[src/rtl/rsa_pkg.sv]
`default_nettype none
// ============================================================================
// Module      : rsa_pkg
// Description : Shared types and constants for the modular exponentiation engine
// Revision    : 1.0 - initial release
// ============================================================================
package rsa_pkg;

    typedef enum logic [2:0] {
        S_IDLE    = 3'd0,
        S_TOM_M   = 3'd1,
        S_TOM_ONE = 3'd2,
        S_SQR     = 3'd3,
        S_MUL     = 3'd4,
        S_FROM_M  = 3'd5,
        S_DONE    = 3'd6
    } rsa_state_e;

    localparam logic [1:0] ERR_NONE   = 2'd0;
    localparam logic [1:0] ERR_P_ZERO = 2'd1;
    localparam logic [1:0] ERR_P_EVEN = 2'd2;
    localparam logic [1:0] ERR_M_GE_P = 2'd3;

    // Clock cycles consumed by one Montgomery product (issue + iterations + reduce)
    function automatic int mm_cycles(input int width);
        return width + 2;
    endfunction

endpackage
`default_nettype wire

[src/rtl/rsa_mont_mult.sv]
`default_nettype none
// ============================================================================
// Module      : rsa_mont_mult
// Description : Bit-serial Montgomery product s = a*b*2^-WIDTH mod p, WIDTH+2 cycles
// Revision    : 1.0 - initial release
// ============================================================================
module rsa_mont_mult #(
    parameter int WIDTH = 8
) (
    input  logic             clk,
    input  logic             rst,
    input  logic             start,
    input  logic [WIDTH-1:0] a,
    input  logic [WIDTH-1:0] b,
    input  logic [WIDTH-1:0] p,
    output logic             done,
    output logic [WIDTH-1:0] s
);

    localparam int CW = $clog2(WIDTH);

    logic [WIDTH-1:0] r_a;
    logic [WIDTH-1:0] r_b;
    logic [WIDTH-1:0] r_p;
    logic [WIDTH+1:0] r_s;
    logic [CW-1:0]    r_cnt;
    logic             r_run;
    logic             r_red;

    logic [WIDTH+1:0] w_sum;
    logic [WIDTH+1:0] w_tot;
    logic             w_ge;
    logic [WIDTH-1:0] w_diff;

    // Partial sum stays below 4p, so WIDTH+2 bits never overflow
    assign w_sum  = r_s + (r_a[0] ? {2'b00, r_b} : '0);
    assign w_tot  = w_sum + (w_sum[0] ? {2'b00, r_p} : '0);
    assign w_ge   = (r_s >= {2'b00, r_p});
    assign w_diff = r_s[WIDTH-1:0] - r_p;

    assign done = r_red;
    assign s    = w_ge ? w_diff : r_s[WIDTH-1:0];

    always_ff @(posedge clk) begin
        if (rst) begin
            r_a   <= '0;
            r_b   <= '0;
            r_p   <= '0;
            r_s   <= '0;
            r_cnt <= '0;
            r_run <= 1'b0;
            r_red <= 1'b0;
        end else if (start) begin
            r_a   <= a;
            r_b   <= b;
            r_p   <= p;
            r_s   <= '0;
            r_cnt <= '0;
            r_run <= 1'b1;
            r_red <= 1'b0;
        end else if (r_run) begin
            r_s   <= w_tot >> 1;
            r_a   <= r_a >> 1;
            r_cnt <= r_cnt + CW'(1);
            if (r_cnt == CW'(WIDTH - 1)) begin
                r_run <= 1'b0;
                r_red <= 1'b1;
            end
        end else begin
            r_red <= 1'b0;
        end
    end

endmodule
`default_nettype wire

[src/rtl/rsa_modexp_engine.sv]
`default_nettype none
// ============================================================================
// Module      : rsa_modexp_engine
// Description : C = M^E mod P via Montgomery square-and-multiply (MSB first).
//               Optional RSA_MODEXP_ZERO_SKIP_EN starts at the exponent's top set bit.
// Revision    : 1.0 - initial release
// ============================================================================
module rsa_modexp_engine
    import rsa_pkg::*;
#(
    parameter int WIDTH = 8,
    parameter int IDX_W = $clog2(WIDTH)
) (
    input  logic             clk,
    input  logic             rst,
    input  logic             start,
    input  logic             stop,
    input  logic             clear,
    input  logic [WIDTH-1:0] p,
    input  logic [WIDTH-1:0] e,
    input  logic [WIDTH-1:0] m,
    input  logic [WIDTH-1:0] r2,
    output logic [WIDTH-1:0] c,
    output logic             busy,
    output logic             eoc,
    output logic             valid,
    output logic             err
);

    rsa_state_e       r_state;
    rsa_state_e       w_state_nx;

    logic [WIDTH-1:0] r_p;
    logic [WIDTH-1:0] r_e;
    logic [WIDTH-1:0] r_r2;
    logic [WIDTH-1:0] r_x;
    logic [WIDTH-1:0] r_a;
    logic [IDX_W-1:0] r_idx;
    logic             r_issue;
    logic             r_bad;
    logic [WIDTH-1:0] r_c;
    logic             r_busy;
    logic             r_eoc;
    logic             r_valid;
    logic             r_err;

    logic [1:0]       w_code;
    logic             w_accept;
    logic             w_mm_go;
    logic             w_issue_nx;
    logic             w_ld_x;
    logic             w_ld_a;
    logic             w_idx_init;
    logic             w_idx_dec;
    logic             w_finish;
    logic             w_abort;
    logic             w_clear;
    logic [IDX_W-1:0] w_idx_start;
    logic [WIDTH-1:0] w_mm_a;
    logic [WIDTH-1:0] w_mm_b;
    logic [WIDTH-1:0] w_mm_p;
    logic             w_mm_start;
    logic             w_mm_done;
    logic [WIDTH-1:0] w_mm_s;

    always_comb begin
        if (p == '0)
            w_code = ERR_P_ZERO;
        else if (!p[0])
            w_code = ERR_P_EVEN;
        else if (m >= p)
            w_code = ERR_M_GE_P;
        else
            w_code = ERR_NONE;
    end

`ifdef RSA_MODEXP_ZERO_SKIP_EN
    logic [IDX_W-1:0] w_msb;

    always_comb begin
        w_msb = '0;
        for (int i = 0; i < WIDTH; i++) begin
            if (r_e[i])
                w_msb = IDX_W'(i);
        end
    end

    assign w_idx_start = w_msb;
`else
    assign w_idx_start = IDX_W'(WIDTH - 1);
`endif

    always_ff @(posedge clk) begin
        if (rst)
            r_state <= S_IDLE;
        else
            r_state <= w_state_nx;
    end

    always_comb begin
        w_state_nx = r_state;
        w_accept   = 1'b0;
        w_mm_go    = 1'b0;
        w_issue_nx = 1'b0;
        w_ld_x     = 1'b0;
        w_ld_a     = 1'b0;
        w_idx_init = 1'b0;
        w_idx_dec  = 1'b0;
        w_finish   = 1'b0;
        w_abort    = 1'b0;
        w_clear    = 1'b0;
        w_mm_a     = r_a;
        w_mm_b     = r_a;
        w_mm_p     = r_p;

        case (r_state)
            S_IDLE: begin
                // First product is issued straight from the ports in the accept cycle
                w_mm_a = m;
                w_mm_b = r2;
                w_mm_p = p;
                if (clear) begin
                    w_clear = 1'b1;
                end else if (start) begin
                    w_accept = 1'b1;
                    if (w_code == ERR_NONE) begin
                        w_mm_go    = 1'b1;
                        w_state_nx = S_TOM_M;
                    end else begin
                        w_state_nx = S_DONE;
                    end
                end
            end
            S_TOM_M: begin
                if (w_mm_done) begin
                    w_ld_x     = 1'b1;
                    w_issue_nx = 1'b1;
                    w_state_nx = S_TOM_ONE;
                end
            end
            S_TOM_ONE: begin
                w_mm_a = WIDTH'(1);
                w_mm_b = r_r2;
                if (w_mm_done) begin
                    w_ld_a     = 1'b1;
                    w_issue_nx = 1'b1;
`ifdef RSA_MODEXP_ZERO_SKIP_EN
                    if (r_e == '0) begin
                        w_state_nx = S_FROM_M;
                    end else begin
                        w_idx_init = 1'b1;
                        w_state_nx = S_MUL;
                    end
`else
                    w_idx_init = 1'b1;
                    w_state_nx = S_SQR;
`endif
                end
            end
            S_SQR: begin
                if (w_mm_done) begin
                    w_ld_a     = 1'b1;
                    w_issue_nx = 1'b1;
                    if (r_e[r_idx]) begin
                        w_state_nx = S_MUL;
                    end else if (r_idx == '0) begin
                        w_state_nx = S_FROM_M;
                    end else begin
                        w_idx_dec  = 1'b1;
                        w_state_nx = S_SQR;
                    end
                end
            end
            S_MUL: begin
                w_mm_b = r_x;
                if (w_mm_done) begin
                    w_ld_a     = 1'b1;
                    w_issue_nx = 1'b1;
                    if (r_idx == '0) begin
                        w_state_nx = S_FROM_M;
                    end else begin
                        w_idx_dec  = 1'b1;
                        w_state_nx = S_SQR;
                    end
                end
            end
            S_FROM_M: begin
                w_mm_b = WIDTH'(1);
                if (w_mm_done) begin
                    w_ld_a     = 1'b1;
                    w_state_nx = S_DONE;
                end
            end
            S_DONE: begin
                w_finish   = 1'b1;
                w_state_nx = S_IDLE;
            end
            default: begin
                w_state_nx = S_IDLE;
            end
        endcase

        // Abort overrides every transition; rejected requests are never busy
        if (stop && r_busy && (r_state != S_IDLE)) begin
            w_abort    = 1'b1;
            w_finish   = 1'b0;
            w_issue_nx = 1'b0;
            w_state_nx = S_IDLE;
        end
    end

    assign w_mm_start = w_mm_go | r_issue;

    rsa_mont_mult #(
        .WIDTH (WIDTH)
    ) u_mont_mult (
        .clk   (clk),
        .rst   (rst),
        .start (w_mm_start),
        .a     (w_mm_a),
        .b     (w_mm_b),
        .p     (w_mm_p),
        .done  (w_mm_done),
        .s     (w_mm_s)
    );

    always_ff @(posedge clk) begin
        if (rst) begin
            r_p     <= '0;
            r_e     <= '0;
            r_r2    <= '0;
            r_x     <= '0;
            r_a     <= '0;
            r_idx   <= '0;
            r_issue <= 1'b0;
            r_bad   <= 1'b0;
            r_c     <= '0;
            r_busy  <= 1'b0;
            r_eoc   <= 1'b0;
            r_valid <= 1'b0;
            r_err   <= 1'b0;
        end else begin
            r_issue <= w_issue_nx;
            r_eoc   <= w_finish;

            if (w_accept) begin
                r_p    <= p;
                r_e    <= e;
                r_r2   <= r2;
                r_bad  <= (w_code != ERR_NONE);
                r_busy <= (w_code == ERR_NONE);
            end

            if (w_ld_x)
                r_x <= w_mm_s;
            if (w_ld_a)
                r_a <= w_mm_s;

            if (w_idx_init)
                r_idx <= w_idx_start;
            else if (w_idx_dec)
                r_idx <= r_idx - IDX_W'(1);

            if (w_finish) begin
                r_busy <= 1'b0;
                if (r_bad) begin
                    r_c     <= '0;
                    r_valid <= 1'b0;
                    r_err   <= 1'b1;
                end else begin
                    r_c     <= r_a;
                    r_valid <= 1'b1;
                    r_err   <= 1'b0;
                end
            end

            if (w_abort)
                r_busy <= 1'b0;

            if (w_clear) begin
                r_c     <= '0;
                r_valid <= 1'b0;
                r_err   <= 1'b0;
            end
        end
    end

    assign c     = r_c;
    assign busy  = r_busy;
    assign eoc   = r_eoc;
    assign valid = r_valid;
    assign err   = r_err;

endmodule
`default_nettype wire

[config.mk]
export PLATFORM = sky130hd
export DESIGN_NAME = rsa_modexp_engine
export DESIGN_NICKNAME = d
export VERILOG_FILES = /design/src/rtl/rsa_pkg.sv /design/src/rtl/rsa_mont_mult.sv /design/src/rtl/rsa_modexp_engine.sv
export SDC_FILE = /design/constraint.sdc
export NUM_CORES = 1
export LEC_CHECK = 0
export ABC_AREA = 1
export BUFFER_PORTS_ARGS = -buffer_cell sky130_fd_sc_hd__buf_2
export CORE_MARGIN = 4
export CORE_UTILIZATION = 30
export DETAILED_ROUTE_END_ITERATION = 8
export MAX_ROUTING_LAYER = met4
export PLACE_DENSITY_LB_ADDON = 0.1
export SLEW_MARGIN = 20
export SYNTH_ARGS = -nofsm -noshare
export SYNTH_HDL_FRONTEND = slang
export SYNTH_SLANG_ARGS = --single-unit
export TNS_END_PERCENT = 10
[constraint.sdc]
create_clock -name clk -period 3.3 [get_ports clk]
set_input_delay 0.495 -clock clk [delete_from_list [all_inputs] [get_ports clk]]
set_output_delay 0.495 -clock clk [all_outputs]
set_load 0.02 [all_outputs]
==> metrics.yaml <==
sta:
  finalCritPeriodShare: 0.8830
  clock_skew_ns: 0.009820
  fin_crit_ns: 2.914
  report.final.slew_viol_count: 0
  max_freq_mhz: 343.2
  setup_viol: 0
  max-slew-margin-rel: 0.5746
  hold_viol: 0
  totalNegativeSetupSlack_ns: 0
  tightest_slew_ns: 0.6342
  rsz0062_at_grt: "false"
die:
  num_rows: 50
  ioPinCount: 49
  design.core.area_um2: 18830
  die_width_um: 147.0
  die_y_um: 147.0
  die_area_um2: 21610
  initial_core_util: 0.3078
power:
  power.total_w: 0.003008
  irDropWorstVdd_mv: 0.2881
  powerDensity_nw_per_um2: 454.7
  p_leak_nw: 3.113
finish:
  drive_gt1_frac: 0.1081
  syn_to_final_growth_pct: 14.12
  final_cell_count_no_fill: 1157
  final_nets: 967
  utilization: 0.3513
  antenna_cells: 0
clock_tree:
  cts_num_sinks: 98
  cts_setup_buffers: 0
  cts_tree: "done"
  ctsRootBufferMaster: "clkbuf_16"
  htree_levels: 3
  cts_buffers: 9
  clock_path_buffers: 2
  clk_latency_ns: 0.36
  cts.clk_slew.worst_paths_ns: 0.08
  hold_buffers: 0
yosys:
  syn-instance-count: 853
  yosysWarnings: 0
  synth-edff-count: 0
  ys_ff_latch: 98
  async_flop_share: 0
  synth_area_per_cell_um2: 6.796
  ys.flop_type: "dfxtp_1"
  yosysSeqAreaShare: 0.3384
  syn_nets: 928
  ys_types: 44
  synth_area_um2: 5797
routing:
  route.detailed.drc: 0
  dr.pass1.iters: 5
  viasPerCell: 4.676
  wl_per_cell_um: 15.31
  num_vias: 5410
  drtIter0Drc: 261
  ant_nets: 0
  wirelength_mm: 17.71
grt:
  grt-ovfl-total: 0
  track_usage: 0.1718
  grt_pass1_wl_mm: 28.55
  grt_max_degree: 35
  antenna_found_initial: 0
  first_global_vias: 5137
min_path:
  min_path_type: "in -> reg"
run:
  max_cap_violations: 0
critical_path:
  startpoint_type: "register"
  critical_path_class: "reg -> reg"
  crit_arrival_ns: 3.16
  crit_required_ns: 3.54
  end_kind: "register"
  cp_max_fo: 9
placement:
  dp_hpwl_mm: 13.68
  dp.cells: 1141
  gp_congestion: 0.8970
  port_buffers: 48
status:
  outcome: "complete, no violations"
## Yosys cell counts (2+ instances only)
cell	n	area share
nand2_4	2	0.0039
buf_2	7	0.0060
xnor2_1	9	0.014
nor2_4	3	0.0058
a211oi_1	13	0.017
ha_1	35	0.076
dfxtp_1	98	0.34
inv_1	122	0.079
nand3_1	53	0.046
o21ai_0	52	0.045
a21oi_1	83	0.072
clkinv_1	2	0.0013
nor2_2	3	0.0032
buf_6	3	0.0058
o211ai_1	5	0.0065
nor3_1	5	0.0043
xor2_1	8	0.012
nand4_1	16	0.017
inv_2	3	0.0019
nor2_1	66	0.043
or2_2	2	0.0022
clkbuf_1	19	0.012
o21ai_1	13	0.011
a221oi_1	6	0.0091
buf_4	2	0.0026
nand2_1	203	0.13
fa_1	3	0.010
## routing by layer
| metal | up-vias | routed length (um) | global-route usage |
|---|---|---|---|
| met5 | - | 0 | - |
| met4 | 0 | 131 | 0.02796 |
| met3 | 8 | 555 | 0.03085 |
| met2 | 89 | 8050 | 0.2685 |
| met1 | 2454 | 8975 | 0.2375 |
| li1 | 2859 | - | - |
## power by group
| group | internal [W] | switching, W |
|---|---|---|
| registers | 0.00124 | 0.0000436 |
| clock network | 0.000594 | 0.000508 |
| logic | 0.000198 | 0.000425 |
## path summary, 6_finish.rpt
check | depth (start not counted) | start | endpoint | slack [ns]
worst max-delay path | 18 | u_mont_mult.r_a[0]$_SDFFE_PP0P_ | u_mont_mult.r_s[7]$_SDFFE_PP0P_ | 0.39
worst min-delay path | 3 | e[3] | r_e[3]$_SDFFE_PP0P_ | 0.35
worst max register to register | 18 | u_mont_mult.r_a[0]$_SDFFE_PP0P_ | u_mont_mult.r_s[7]$_SDFFE_PP0P_ | 0.39
worst min register to register | 2 | r_r2[0]$_SDFFE_PP0P_ | r_r2[0]$_SDFFE_PP0P_ | 0.45
## metrics by stage
stage | area, um2 | setup WS, ns | hold WS [ns]
5_1_grt | 6615 | 0.03507 | 0.3569
4_1_cts | 6610 | 0.2600 | 0.3428
3_3_place_gp | 6306 | 0.3110 | 0.4421
3_5_place_dp | 6306 | 0.2888 | 0.4442
6_report | 6615 | 0.3862 | 0.3518
2_1_floorplan | 5797 | 0.4153 | 0.4245
## kinds of logic (layout without fill, tap and decap cells)
logic type,count (synthesis),count (layout),share of synthesized area
xor gates and xnor gates,17,17,0.02569
and+or+nand+nor,358,358,0.2657
AOI/OAI and AO/OA,182,182,0.1735
adders and majority gates,38,38,0.08591
buffers and inverters,160,204,0.1107
DFF,98,98,0.3384
## area by class of cell
type	count	area (um2)
Clock buffer	9	225.2
Clock inverter	7	78.83
Sequential cell	98	1963
Timing Repair Buffer	60	342.8
Multi-Input combinational cell	595	3197
Inverter	128	483.0
Fill cell	2133	12220
Tap cell	260	325.3
## state kept, by name, indices dropped and copies added, names as in the netlist
| register | cells |
|---|---|
| u_mont_mult.r_s | 9 |
| c | 8 |
| r_a | 8 |
| r_e | 8 |
| r_p | 8 |
| r_r2 | 8 |
| r_x | 8 |
| u_mont_mult.r_a | 8 |
| u_mont_mult.r_b | 8 |
| u_mont_mult.r_p | 8 |
| r_idx | 3 |
| r_state | 3 |
| u_mont_mult.r_cnt | 3 |
| busy | 1 |
| eoc | 1 |
| err | 1 |
| r_bad | 1 |
| r_issue | 1 |
| u_mont_mult.done | 1 |
| u_mont_mult.r_run | 1 |
| valid | 1 |
## critical path: stages (launching register included)
cell	delay [ns]
dfxtp_2	0.37
nand2_1	0.07
inv_1	0.04
ha_1	0.33
nand2_1	0.09
nand2_1	0.07
a31o_2	0.24
a21oi_2	0.15
nor2_1	0.05
nor2_1	0.11
xor2_1	0.15
inv_1	0.05
ha_1	0.33
nand2_1	0.08
or2_2	0.29
nand3_1	0.10
nand2_1	0.06
a21oi_1	0.14
nor2_1	0.06
## cell usage in the layout (no fill, tap or decap), types with 5 or more instances in the layout
cell type	instances
nand2_1	203
inv_1	122
dfxtp_1	97
a21oi_1	82
nor2_1	66
nand3_1	53
o21ai_0	52
buf_2	48
ha_1	35
nand4_1	16
o21ai_1	13
a211oi_1	13
buf_4	11
xnor2_1	9
clkbuf_16	9
xor2_1	8
a221oi_1	6
o211ai_1	5
nor3_1	5
## repair_timing
item,4_1_cts,5_1_grt
endpoints found under the setup margin,0,2
gates resized for setup,0,2
endpoints found under the hold margin,0,0
Note: power is estimated with default switching activity, not from simulation.
